===== src/rtl/flag_evt_pkg.sv =====
// Shared types for the flag event packer: record layout, widths, saturating increment.
// Latency: n/a (types and helpers only).
// Backpressure: n/a.
package flag_evt_pkg;

    localparam int BIN_W = 12;
    localparam int FID_W = 6;
    localparam logic [BIN_W-1:0] BIN_MAX = '1;

    typedef enum logic [1:0] {
        REC_SEG     = 2'b01,
        REC_SUM     = 2'b10,
        REC_SUM_OVF = 2'b11
    } rec_type_e;

    typedef struct packed {
        rec_type_e          rtype;
        logic [FID_W-1:0]   frame_id;
        logic [BIN_W-1:0]   a;
        logic [BIN_W-1:0]   b;
    } evt_rec_t;

    function automatic logic [BIN_W-1:0] sat_inc(input logic [BIN_W-1:0] v);
        return (v == BIN_MAX) ? v : v + BIN_W'(1);
    endfunction

endpackage


===== src/rtl/flag_event_packer_evt_fifo.sv =====
// Synchronous FIFO with a two-entry write port and one read port.
// Latency: a write is readable the cycle after it lands.
// Backpressure: writer must respect free; read of an empty FIFO is ignored.
module evt_fifo #(
    parameter int W     = 33,
    parameter int DEPTH = 4
) (
    input  logic                       clk,
    input  logic                       rst,
    input  logic                       wr0_en,
    input  logic [W-1:0]               wr0_dat,
    input  logic                       wr1_en,
    input  logic [W-1:0]               wr1_dat,
    input  logic                       rd_en,
    output logic                       rd_vld,
    output logic [W-1:0]               rd_dat,
    output logic [$clog2(DEPTH):0]     free
);

    localparam int AW = $clog2(DEPTH);
    localparam int CW = AW + 1;

    logic [W-1:0]  mem [DEPTH];
    logic [AW-1:0] wr_ptr;
    logic [AW-1:0] rd_ptr;
    logic [CW-1:0] cnt;
    logic [AW-1:0] wr1_addr;
    logic [1:0]    n_wr;
    logic          rd_fire;

    always_comb begin
        wr1_addr = wr_ptr + AW'(wr0_en);
        n_wr     = {1'b0, wr0_en} + {1'b0, wr1_en};
        rd_fire  = rd_en && (cnt != '0);
    end

    always_ff @(posedge clk) begin
        if (wr0_en)
            mem[wr_ptr] <= wr0_dat;
        if (wr1_en)
            mem[wr1_addr] <= wr1_dat;
    end

    always_ff @(posedge clk or posedge rst) begin
        if (rst) begin
            wr_ptr <= '0;
            rd_ptr <= '0;
            cnt    <= '0;
        end else begin
            wr_ptr <= wr_ptr + AW'(n_wr);
            rd_ptr <= rd_ptr + AW'(rd_fire);
            cnt    <= cnt + CW'(n_wr) - CW'(rd_fire);
        end
    end

    // Empty output is forced to zero so the record bus reads 0 out of reset.
    assign rd_vld = (cnt != '0);
    assign rd_dat = rd_vld ? mem[rd_ptr] : '0;
    assign free   = CW'(DEPTH) - cnt;

endmodule


===== src/rtl/flag_event_packer.sv =====
// Packs runs of flagged bins into segment records and closes each frame with a summary.
// Latency: records visible on m_tvalid one cycle after the accepting beat.
// Backpressure: s_tready registered, high only while the FIFO can absorb two records.
module flag_event_packer
    import flag_evt_pkg::*;
#(
    parameter int FIFO_DEPTH = 4,
    parameter int MIN_LEN    = 1
) (
    input  logic        clk,
    input  logic        rst,
    input  logic        s_tvalid,
    output logic        s_tready,
    input  logic [7:0]  s_tdata,
    input  logic        s_tlast,
    output logic        m_tvalid,
    input  logic        m_tready,
    output logic [31:0] m_tdata,
    output logic        m_tlast
);

    localparam int CW = $clog2(FIFO_DEPTH) + 1;

    typedef enum logic {IDLE, IN_RUN} run_st_e;

    run_st_e          st;
    logic [BIN_W-1:0] bin_idx;
    logic [BIN_W-1:0] run_start;
    logic [BIN_W-1:0] run_len;
    logic [BIN_W-1:0] seg_cnt;
    logic [BIN_W-1:0] exceed_cnt;
    logic             oversize;
    logic [FID_W-1:0] frame_id;

    logic             acc;
    logic             flag;
    logic             unused_bits;
    logic [BIN_W-1:0] open_start;
    logic [BIN_W-1:0] open_len;
    logic [BIN_W-1:0] close_start;
    logic [BIN_W-1:0] close_len;
    logic             run_close;
    logic             seg_wr;
    logic             sum_wr;
    logic [BIN_W-1:0] seg_cnt_nxt;
    logic [BIN_W-1:0] exc_nxt;
    logic             ovf_nxt;
    evt_rec_t         seg_rec;
    evt_rec_t         sum_rec;

    logic             wr0_en;
    logic [32:0]      wr0_dat;
    logic             wr1_en;
    logic [32:0]      wr1_dat;
    logic             rd_fire;
    logic [32:0]      rd_dat;
    logic [CW-1:0]    fifo_free;
    logic [CW:0]      free_nxt;
    logic [1:0]       n_wr;

    assign acc         = s_tvalid && s_tready;
    assign flag        = s_tdata[0];
    assign unused_bits = ^s_tdata[7:1];
    assign rd_fire     = m_tvalid && m_tready;

    always_comb begin
        open_start  = (st == IN_RUN) ? run_start : bin_idx;
        open_len    = (st == IN_RUN) ? sat_inc(run_len) : BIN_W'(1);
        // A flagged tlast beat belongs to the run it closes; a clear beat does not.
        run_close   = acc && (((st == IN_RUN) && !flag) || (flag && s_tlast));
        close_start = flag ? open_start : run_start;
        close_len   = flag ? open_len   : run_len;
        seg_wr      = run_close && (close_len >= BIN_W'(MIN_LEN));
        sum_wr      = acc && s_tlast;
        seg_cnt_nxt = seg_wr ? sat_inc(seg_cnt) : seg_cnt;
        exc_nxt     = (acc && flag) ? sat_inc(exceed_cnt) : exceed_cnt;
        // The frame is oversize once a beat lands on the saturated index.
        ovf_nxt     = oversize || (acc && (bin_idx == BIN_MAX));

        seg_rec = '{rtype: REC_SEG, frame_id: frame_id, a: close_start, b: close_len};
        sum_rec = '{rtype: (ovf_nxt ? REC_SUM_OVF : REC_SUM), frame_id: frame_id,
                    a: seg_cnt_nxt, b: exc_nxt};

        wr0_en  = seg_wr || sum_wr;
        wr0_dat = seg_wr ? {1'b0, seg_rec} : {1'b1, sum_rec};
        wr1_en  = seg_wr && sum_wr;
        wr1_dat = {1'b1, sum_rec};

        n_wr     = {1'b0, wr0_en} + {1'b0, wr1_en};
        free_nxt = {1'b0, fifo_free} + (CW+1)'(rd_fire) - (CW+1)'(n_wr);
    end

    always_ff @(posedge clk or posedge rst) begin
        if (rst) begin
            st         <= IDLE;
            bin_idx    <= '0;
            run_start  <= '0;
            run_len    <= '0;
            seg_cnt    <= '0;
            exceed_cnt <= '0;
            oversize   <= 1'b0;
            frame_id   <= '0;
            s_tready   <= 1'b0;
        end else begin
            s_tready <= (free_nxt >= (CW+1)'(2));
            if (acc) begin
                if (s_tlast) begin
                    st         <= IDLE;
                    bin_idx    <= '0;
                    seg_cnt    <= '0;
                    exceed_cnt <= '0;
                    oversize   <= 1'b0;
                    frame_id   <= frame_id + FID_W'(1);
                end else begin
                    bin_idx    <= sat_inc(bin_idx);
                    seg_cnt    <= seg_cnt_nxt;
                    exceed_cnt <= exc_nxt;
                    oversize   <= ovf_nxt;
                    if (flag) begin
                        st        <= IN_RUN;
                        run_start <= open_start;
                        run_len   <= open_len;
                    end else begin
                        st        <= IDLE;
                    end
                end
            end
        end
    end

    evt_fifo #(
        .W     (33),
        .DEPTH (FIFO_DEPTH)
    ) u_fifo (
        .clk     (clk),
        .rst     (rst),
        .wr0_en  (wr0_en),
        .wr0_dat (wr0_dat),
        .wr1_en  (wr1_en),
        .wr1_dat (wr1_dat),
        .rd_en   (m_tready),
        .rd_vld  (m_tvalid),
        .rd_dat  (rd_dat),
        .free    (fifo_free)
    );

    assign m_tdata = rd_dat[31:0];
    assign m_tlast = rd_dat[32];

endmodule


===== config.mk =====
export PLATFORM = sky130hd
export DESIGN_NAME = flag_event_packer
export DESIGN_NICKNAME = d
export VERILOG_FILES = /design/src/rtl/flag_evt_pkg.sv /design/src/rtl/flag_event_packer_evt_fifo.sv /design/src/rtl/flag_event_packer.sv
export SDC_FILE = /design/constraint.sdc
export NUM_CORES = 1
export LEC_CHECK = 0
export ABC_AREA = 1
export CORE_MARGIN = 3
export CORE_UTILIZATION = 45
export DETAILED_ROUTE_END_ITERATION = 16
export HOLD_SLACK_MARGIN = 0.03
export PLACE_DENSITY = 0.72
export SYNTH_ARGS = -nofsm -noshare
export SYNTH_HDL_FRONTEND = slang
export SYNTH_SLANG_ARGS = --single-unit

===== constraint.sdc =====
create_clock -name clk -period 4.65 [get_ports clk]
set_input_delay 1.1625 -clock clk [delete_from_list [all_inputs] [get_ports clk]]
set_output_delay 1.1625 -clock clk [all_outputs]
set_load 0.03 [all_outputs]

==> results of run 1 <==
cell families (layout without fill, tap and decap cells):
kind of cell / count (synthesis) / in the layout / share of synthesized area
and+or+nand+nor: 813 / 813 / 0.306
DFF: 204 / 204 / 0.495
AOI/OAI and AO/OA: 202 / 202 / 0.0913
buffers and inverters: 189 / 252 / 0.0645
xor gates and xnor gates: 28 / 28 / 0.0213
adders and majority gates: 19 / 19 / 0.0219
muxes: 1 / 1 / 0.000868
flip-flops by register name, indices dropped and copies added, names as in the netlist, 2 cells and up:
signal         cells
u_fifo.cnt         3
u_fifo.rd_ptr      2
run_len           12
seg_cnt           12
exceed_cnt        12
frame_id           6
run_start         12
bin_idx           12
u_fifo.mem       128
u_fifo.wr_ptr      2
metrics by stage:
stage / util / area, sq um / hold slack [ns] / setup WS, ns / setup TNS, ns
3_5_place_dp: 0.508 / 12600 / 0.468 / -0.184 / -8.00
6_report: 0.537 / 13300 / 0.480 / 0.253 / 0
4_1_cts: 0.537 / 13300 / 0.482 / 0.190 / 0
5_1_grt: 0.537 / 13300 / 0.509 / 0.00166 / 0
3_3_place_gp: 0.508 / 12600 / 0.462 / -0.126 / -4.92
2_1_floorplan: - / 11600 / 0.444 / 0.00300 / 0
per-layer routing:
layer	track usage	vias up
met5	0	-
met4	0.0626	0
met3	0.0312	57
met2	0.364	484
met1	0.308	4843
li1	-	4962
cell usage after synthesis, types with 4 or more instances:
master / number
nor3_1: 16
inv_1: 112
nand3b_1: 7
inv_2: 5
nor2_1: 208
xnor2_1: 6
a21oi_1: 48
o21a_1: 4
dfxtp_1: 4
buf_1: 14
dfrtp_1: 76
nand2_4: 9
edfxtp_1: 124
nand4_1: 8
o22ai_1: 13
ha_1: 17
buf_2: 4
clkbuf_1: 48
xor2_1: 22
nand2_2: 4
o21ai_0: 127
nand3_1: 225
nand2_1: 323
power by group through the flow:
stage	combinational, mW	clock [mW]	sequential, mW
6_report	3.94	1.73	2.69
5_1_grt	4.28	1.85	2.73
4_1_cts	3.93	1.76	2.68
3_5_place_dp	3.91	0	2.71
3_3_place_gp	3.81	0	2.69
2_1_floorplan	2.55	0	2.65
area by class of cell:
cell class	instances	area, sq um
Clock inverter	9	73.8
Fill cell	2162	11500
Timing Repair Buffer	92	883
Tap cell	324	405
Sequential cell	204	5710
Inverter	118	459
Multi-Input combinational cell	1063	5110
Clock buffer	33	643
worst min-delay path by stage:
stage,startpoint,end,slack [ns],cells past startpoint
2_1_floorplan,u_fifo.mem[1][31],u_fifo.mem[1][31],0.44,2
3_3_place_gp,u_fifo.mem[1][31],u_fifo.mem[1][31],0.46,2
3_5_place_dp,run_start[0],run_start[0],0.47,2
4_1_cts,run_start[0],run_start[0],0.48,2
5_1_grt,run_start[8],run_start[8],0.51,2
6_report,run_start[0],run_start[0],0.48,2
tightest hold or removal path, cell delays in order (launching register included):
cell and delay [ns]:
dfrtp_1 0.34, nand2_1 0.05, o21ai_0 0.06
==> impl_metrics.json, run 1 <==
{
  "outcome": "complete, no violations",
  "dr_total_vias": 10300,
  "yosys_most_used_dff": "edfxtp_1",
  "cts_tree": "done",
  "ctsHoldBuffers": 0,
  "postRouteAntennaNets": 0,
  "clk_latency_ns": 0.51,
  "drt-initial-drc-count": 1194,
  "powerDensity_nw_per_um2": 629,
  "peakVddDrop_v": 0.000854,
  "cts_buffers": 23,
  "final_cells": 1843,
  "dpl.hpwl_microns": 20300,
  "netlist_area_sq_um": 11500,
  "drv_cap": 0,
  "final_max_slew_viol_count": 0,
  "wl_per_cell_microns": 17.0,
  "p_clk_frac": 0.207,
  "fin_nets": 1534,
  "wl_met3_microns": 2770,
  "h-tree-depth": 1,
  "postCtsSetupRepairBufs": 0,
  "track_usage": 0.221,
  "synth_top_area_cell": "edfxtp_1",
  "worst_setup_path_end_kind": "output port",
  "clock-sinks": 204,
  "drt-met1-wl_microns": 13100,
  "path_cells": "clkinv_1 -> buf_4 -> o21ai_0 -> a21oi_1 -> clkdlybuf4s50_1",
  "grt_pass1_vias": 9708,
  "worst_slew_pin_slew_ns": 1.19,
  "synth.net_count": 1488,
  "drive_gt1_frac": 0.0836,
  "max_freq_mhz": 227,
  "start_kind": "register",
  "crit_fanout": 42,
  "yosys_warnings": 0,
  "rows": 57,
  "fin_crit_ns": 4.40,
  "power.switching_mw": 3.54,
  "numPortBuffers": 40,
  "synth.yosys.seq_area_share": 0.495,
  "clk_pin_slew_worst_paths_ns": 0.06,
  "synth_edf_count": 124,
  "cts_resized": 0,
  "dieWidth_microns": 166,
  "p_int_mw": 4.81,
  "crit_start": "u_fifo.rd_ptr[0]",
  "skew_ns": 0.00906,
  "place.gp.congestion": 0.894,
  "yosys-top-cells-area": "edfxtp_1, dfrtp_1, nand2_1, nand3_1, nor2_1",
  "synthArstFlopShare": 0.373,
  "die-area_sq_um": 27600,
  "firstDrtPassIters": 6,
  "grt.overflow.total": 0,
  "area_delta_synth_final_pct": 15.1,
  "worst_slew_margin_rel": 0.204,
  "critical_path.top_delay_family": "buffers and inverters",
  "syn_avg_cell_area_sq_um": 7.92,
  "crit_type": "reg -> out",
  "r2r_end": "u_fifo.mem[3][21]",
  "finalCritPeriodShare": 0.946,
  "r2r_cells": 19,
  "wirelength_microns": 31400,
  "r2r_start": "run_len[0]",
  "start_util": 0.466,
  "io_pins": 48,
  "final_cell_mix": "nand2_1, nand3_1, nor2_1, o21ai_0, edfxtp_1",
  "antenna_found_initial": 0,
  "seqPwrFrac": 0.321,
  "grt_max_degree": 66,
  "synth_top_cell_area_share": 0.323,
  "vias_per_cell": 5.61,
  "cp.required_ns": 3.49,
  "pwr-share-comb": 0.471,
  "cts_root_buf": "clkbuf_16",
  "grt_pass1_wl_microns": 50200,
  "synth_cell_types": 41,
  "timing.critical_path.buf_inv": 3,
  "dpl.cell_count": 1801,
  "synth_seq_cells": 204,
  "crit_end": "m_tdata[21]",
  "power_mw": 8.36,
  "cp_num_cells": 5,
  "routed-wl-met2_microns": 14800,
  "cp_data_arrival_time_ns": 3.23,
  "slowest_delay_ns": 0.90,
  "cpMaxStageDelayCell": "clkinv_1",
  "cts_buffer_depth": 3,
  "core_area_sq_um": 24700,
  "top_layer": "met4",
  "diodes": 0,
  "syn-instance-count": 1456,
  "power_leakage_nw": 5.73,
  "setup_violations": 0,
  "rsz0062_at_grt": "no",
  "ff2ff_setup_slack_ns": 0.53,
  "die-height_microns": 166,
  "layout_commonest_cell": "nand2_1",
  "hold_viol": 0,
  "drc": 0,
  "min_path_type": "reg -> reg",
  "swShare": 0.424
}
(Power assumes the default switching activity.)
==> inputs of run 2 (changes only) <==
--- a/config.mk
+++ b/config.mk
@@ -6,6 +6,7 @@
 export NUM_CORES = 1
 export LEC_CHECK = 0
 export ABC_AREA = 1
+export CAP_MARGIN = 20
 export CORE_MARGIN = 3
 export CORE_UTILIZATION = 45
 export DETAILED_ROUTE_END_ITERATION = 16
==> impl_metrics.json, run 2 (synthesis results as in run 1) <==
{
  "worst_slew_pin_slew_ns": 1.12,
  "largest_register_ffs": 128,
  "drive_gt1_frac": 0.0862,
  "rsz0062_at_grt": "no",
  "layout_commonest_cell": "nand2_1",
  "powerDensity_nw_per_um2": 633,
  "power_mw": 8.46,
  "postRouteAntennaNets": 0,
  "crit_end": "u_fifo.mem[1][10]",
  "preCtsSetupSlack_ns": -0.189,
  "r2r_end": "u_fifo.mem[1][10]",
  "regMostFlops": "u_fifo.mem",
  "ff2ff_setup_slack_ns": 0.62,
  "layout_setup_ws_ns": 0.409,
  "drc": 0,
  "clk_latency_ns": 0.51,
  "h-tree-depth": 1,
  "cp.required_ns": 4.91,
  "dpl.hpwl_microns": 20400,
  "peakVddDrop_v": 0.000744,
  "track_usage": 0.221,
  "postCtsSetupRepairBufs": 0,
  "numPortBuffers": 40,
  "worst_setup_path_end_kind": "register",
  "rows": 57,
  "power_leakage_nw": 5.77,
  "drt-initial-drc-count": 1191,
  "die-area_sq_um": 27600,
  "dieWidth_microns": 166,
  "clk_pin_slew_worst_paths_ns": 0.06,
  "crit_start": "s_tdata[0]",
  "fin_crit_ns": 4.24,
  "diodes": 0,
  "dr_total_vias": 10400,
  "cts_buffers": 23,
  "min_path_type": "reg -> reg",
  "cpMaxStageDelayCell": "clkdlybuf4s50_1",
  "multi_input_area_sq_um": 5120,
  "io_pins": 48,
  "setup_violations": 0,
  "grt.overflow.total": 0,
  "grt_max_degree": 66,
  "regArea_sq_um": 5710,
  "r2r_start": "run_len[1]",
  "antenna_found_initial": 0,
  "max_freq_mhz": 236,
  "final_max_slew_viol_count": 0,
  "start_util": 0.466,
  "grt_pass1_vias": 9836,
  "hold_viol": 0,
  "wl_per_cell_microns": 17.0,
  "fin_nets": 1535,
  "nFillCells": 2160,
  "ctsHoldBuffers": 0,
  "cts_buffer_depth": 3,
  "cp_data_arrival_time_ns": 4.50,
  "cts_root_buf": "clkbuf_16",
  "clock-sinks": 204,
  "slowest_delay_ns": 0.54,
  "cts_tree": "done",
  "outcome": "complete, no violations",
  "cts_resized": 0,
  "wirelength_microns": 31400,
  "grt_pass1_wl_microns": 50500,
  "firstDrtPassIters": 6,
  "core_area_sq_um": 24700,
  "post-route-util": 0.540,
  "skew_ns": 0.0123,
  "finalCritPeriodShare": 0.912,
  "place.gp.congestion": 0.894,
  "drv_cap": 0,
  "area_delta_synth_final_pct": 15.9,
  "final_cell_mix": "nand2_1, nand3_1, nor2_1, o21ai_0, edfxtp_1",
  "die-height_microns": 166,
  "vias_per_cell": 5.62,
  "start_kind": "primary input",
  "crit_top_cell": "inv_1",
  "crit_type": "in -> reg",
  "crit_fanout": 24,
  "worst_slew_margin_rel": 0.253,
  "hold-path-cell-count": 2,
  "r2r_cells": 24,
  "path_cells": "clkdlybuf4s50_1 -> inv_2 -> nor2_4 -> inv_1 -> nand3_1 -> nand2_1 -> inv_1 -> nand3_1 -> nor2_1 -> nand3_2 -> nand2_2 -> ha_1 -> inv_1 -> ha_1 -> or2_2 -> nand2_1 -> inv_1 -> nor2_2 -> inv_1 -> nand2_1 -> inv_1 -> buf_12 -> nand3_1 -> nand2_1"
}
## run 2: cell types whose count changed in the layout (fill, tap and decap cells not counted), sizes merged
cell	change
clkbuf	+4
clkinv	-2
buf	+1
bufinv	-1
clkinvlp	-1
## run 2: per-layer routing
layer | global-route usage | routed length, microns
met3 | 0.0362 | 3030
met2 | 0.374 | 15000
met5 | 0 | 0
met1 | 0.297 | 12700
met4 | 0.0608 | 698
## run 2: power breakdown
part / leakage [nW] / internal, mW / total [mW] / switching (mW)
Sequential: 2.15 / 2.46 / 2.68 / 0.229
Combinational: 3.24 / 1.36 / 3.97 / 2.60
Clock: 0.382 / 1.09 / 1.81 / 0.718
Total: 5.77 / 4.91 / 8.46 / 3.55
## run 2: final cells by class
class,count,share of cell area
Inverter,118,0.0344
Multi-Input combinational cell,1063,0.383
Tap cell,324,0.0303
Clock buffer,37,0.0554
Timing Repair Buffer,93,0.0681
Clock inverter,5,0.00206
Sequential cell,204,0.427
## run 2: per-stage QoR
step                hold slack, ns  setup TNS [ns]  std cells  area (sq um)
floorplan                    0.444               0       1456         11600
global placement             0.462           -4.92       1801         12600
detailed placement           0.469           -8.41       1802         12600
CTS                          0.483               0       1844         13400
global route                 0.507               0       1844         13400
finish                       0.482               0       1844         13400
## run 2: worst max-delay path: cells and delay by family
kind	cells	cell delay, ns
simple gates	13	1.61
fa+ha+maj	2	0.37
buf+inv	9	1.29
## run 2: worst min-delay path by stage
| stage | start | endpoint | slack, ns |
|---|---|---|---|
| floorplan | u_fifo.mem[1][31] | u_fifo.mem[1][31] | 0.44 |
| global placement | u_fifo.mem[1][31] | u_fifo.mem[1][31] | 0.46 |
| detailed placement | run_start[0] | run_start[0] | 0.47 |
| CTS | run_start[0] | run_start[0] | 0.48 |
| global route | u_fifo.mem[3][31] | u_fifo.mem[3][31] | 0.51 |
| finish | run_start[0] | run_start[0] | 0.48 |
==> inputs of run 3 (changes only) <==
--- a/config.mk
+++ b/config.mk
@@ -10,8 +10,10 @@
 export CORE_MARGIN = 3
 export CORE_UTILIZATION = 45
 export DETAILED_ROUTE_END_ITERATION = 16
+export GPL_ROUTABILITY_DRIVEN = 0
 export HOLD_SLACK_MARGIN = 0.03
 export PLACE_DENSITY = 0.72
 export SYNTH_ARGS = -nofsm -noshare
 export SYNTH_HDL_FRONTEND = slang
+export SYNTH_HIERARCHICAL = 1
 export SYNTH_SLANG_ARGS = --single-unit
==> impl_metrics.json, run 3 <==
{
  "outcome": "complete, no violations",
  "grt_pass1_wl_microns": 53700,
  "setup_violations": 0,
  "rsz0062_at_grt": "no",
  "cts_tree": "done",
  "max_freq_mhz": 232,
  "clk_latency_ns": 0.52,
  "worst_slew_pin_slew_ns": 1.08,
  "synth_top_cell_area_share": 0.317,
  "track_usage": 0.219,
  "wirelength_microns": 32800,
  "stdcell_area_sq_um": 14400,
  "syn-instance-count": 1673,
  "synth_top_area_cell": "edfxtp_1",
  "dieWidth_microns": 173,
  "dpl.hpwl_microns": 21300,
  "final_max_slew_viol_count": 0,
  "worst_slew_margin_rel": 0.277,
  "peakVddDrop_v": 0.000277,
  "synth_cell_types": 40,
  "vias_per_cell": 5.20,
  "regArea_sq_um": 5870,
  "ctsHoldBuffers": 0,
  "r2r_cells": 18,
  "layout_setup_ws_ns": 0.336,
  "firstDrtPassIters": 5,
  "area_delta_synth_final_pct": 14.8,
  "drv_cap": 0,
  "synthAdderAreaFrac": 0.0218,
  "synthMuxAreaShare": 0.00400,
  "synth_top_family_by_area": "simple AND/OR/NAND/NOR gates",
  "grt_pass1_vias": 10600,
  "grt_max_degree": 68,
  "cp.required_ns": 5.04,
  "cts_root_buf": "clkbuf_16",
  "grt.overflow.total": 0,
  "synth-xor-area-share": 0.0154,
  "start_util": 0.461,
  "postCtsSetupRepairBufs": 0,
  "numPortBuffers": 40,
  "clk_pin_slew_worst_paths_ns": 0.06,
  "post_dp_cell_area_sq_um": 13500,
  "yosys-top-cells-area": "edfxtp_1, nand2_1, dfrtp_1, nand3_1, inv_1",
  "io_pins": 48,
  "drt-initial-drc-count": 896,
  "final_cell_mix": "nand2_1, inv_1, nand3_1, edfxtp_1, dfrtp_1",
  "multi_input_area_sq_um": 5350,
  "nFillCells": 2395,
  "wl_per_cell_microns": 15.6,
  "drive_gt1_frac": 0.0841,
  "antenna_found_initial": 0,
  "clock-sinks": 208,
  "syn_avg_cell_area_sq_um": 7.47,
  "finalSetupTns_ns": 0,
  "dr_total_vias": 11000,
  "synth_edf_count": 132,
  "die-area_sq_um": 29800,
  "min_path_type": "reg -> reg",
  "diodes": 0,
  "layout_commonest_cell": "nand2_1",
  "preCtsSetupSlack_ns": -0.0964,
  "h-tree-depth": 1,
  "synthArstFlopShare": 0.365,
  "yosys_warnings": 6,
  "hold_viol": 0,
  "post-synth-top-count-cell": "nand2_1",
  "drc": 0,
  "crit_type": "in -> reg",
  "fin_nets": 1752,
  "postRouteAntennaNets": 0,
  "cts_resized": 0,
  "synth_common_cells": "nand2_1, inv_1, nand3_1",
  "cts_buffer_depth": 3,
  "yosys_most_used_dff": "edfxtp_1",
  "cp_data_arrival_time_ns": 4.70,
  "core_area_sq_um": 27100,
  "power_leakage_nw": 6.93,
  "die-height_microns": 173,
  "skew_ns": 0.00961,
  "crit_fanout": 33,
  "start_kind": "primary input",
  "synth_seq_cells": 208,
  "cts_buffers": 24,
  "powerDensity_nw_per_um2": 592,
  "netlist_area_sq_um": 12500,
  "hold-path-cell-count": 2,
  "finalCritPeriodShare": 0.928,
  "synth_compound_area_frac": 0.0566,
  "largest_register_ffs": 132,
  "rows": 60,
  "synthSimpleGateAreaFrac": 0.324,
  "synth.yosys.seq_area_share": 0.469,
  "fin_crit_ns": 4.31,
  "regMostFlops": "u_fifo/mem",
  "worst_setup_path_end_kind": "register"
}
## run 3: cell count changes after synthesis, sizes merged, moves of 4 or more
cell and change:
nand2 +355, nand3 -40, inv +118, o21ai -51, nor2 -155, buf +30, xor2 -6, dfxtp -4
nor3 -6, clkbuf -20, o22ai -6, mux2i +4, edfxtp +8
## run 3: worst max-delay path, cell delays in order
cell,delay [ns]
clkdlybuf4s50_1,0.48
inv_1,0.08
buf_4,0.17
nor3_1,0.21
nand2_1,0.08
nand3_1,0.12
nand3_1,0.11
nor2_1,0.17
nand3_2,0.11
nand2_2,0.11
ha_1,0.19
inv_1,0.11
ha_1,0.32
nand2_1,0.15
nor2_4,0.88
nand2_1,0.15
nand2_1,0.11
## run 3: layout make-up
class / instances / area share
inverters: 235 / 0.0614
flip-flops and latches: 208 / 0.409
clock buffers: 27 / 0.0448
clock inverters: 17 / 0.0166
well taps: 372 / 0.0324
multi-input cells: 1156 / 0.373
repair buffers: 94 / 0.0631
## run 3: cell families after synthesis
logic type / Yosys count
and+or+nand+nor: 965
buffers and inverters: 316
DFF: 208
AOI/OAI and AO/OA: 136
xor gates and xnor gates: 22
adders and majority gates: 20
muxes: 5
other: 1
## run 3: routing by layer
metal	up-vias	share of wire	wire [microns]	track usage
li1	5365	-	-	-
met1	5120	0.43	13900	0.291
met2	415	0.48	15700	0.374
met3	67	0.072	2370	0.0305
met4	0	0.023	752	0.0628
met5	-	0	0	0
## run 3: stage by stage
| stage | cells | hold slack (ns) | util | power [mW] |
|---|---|---|---|---|
| 2_1_floorplan | 1680 | 0.448 | - | 5.03 |
| 3_3_place_gp | 2065 | 0.464 | 0.497 | 6.31 |
| 3_5_place_dp | 2065 | 0.468 | 0.497 | 6.40 |
| 4_1_cts | 2109 | 0.483 | 0.530 | 8.52 |
| 5_1_grt | 2109 | 0.508 | 0.530 | 8.98 |
| 6_report | 2109 | 0.483 | 0.530 | 8.49 |
## run 3: final timing paths
check | startpoint | to | slack (ns)
setup / recovery | s_tdata[0] | u_fifo/mem[3][4] | 0.34
hold / removal | run_start[7] | run_start[7] | 0.48
setup reg to reg | run_len[1] | u_fifo/mem[3][4] | 0.70
hold reg to reg | run_start[7] | run_start[7] | 0.48
max in group asynchronous | rst | exceed_cnt[6] | 2.74
min in group asynchronous | rst | u_fifo/cnt[2] | 0.96
## run 3: power breakdown
group	total [mW]	internal [mW]	switching, mW
Clock	2.10	1.33	0.773
Sequential	2.70	2.45	0.244
Combinational	3.70	1.27	2.42
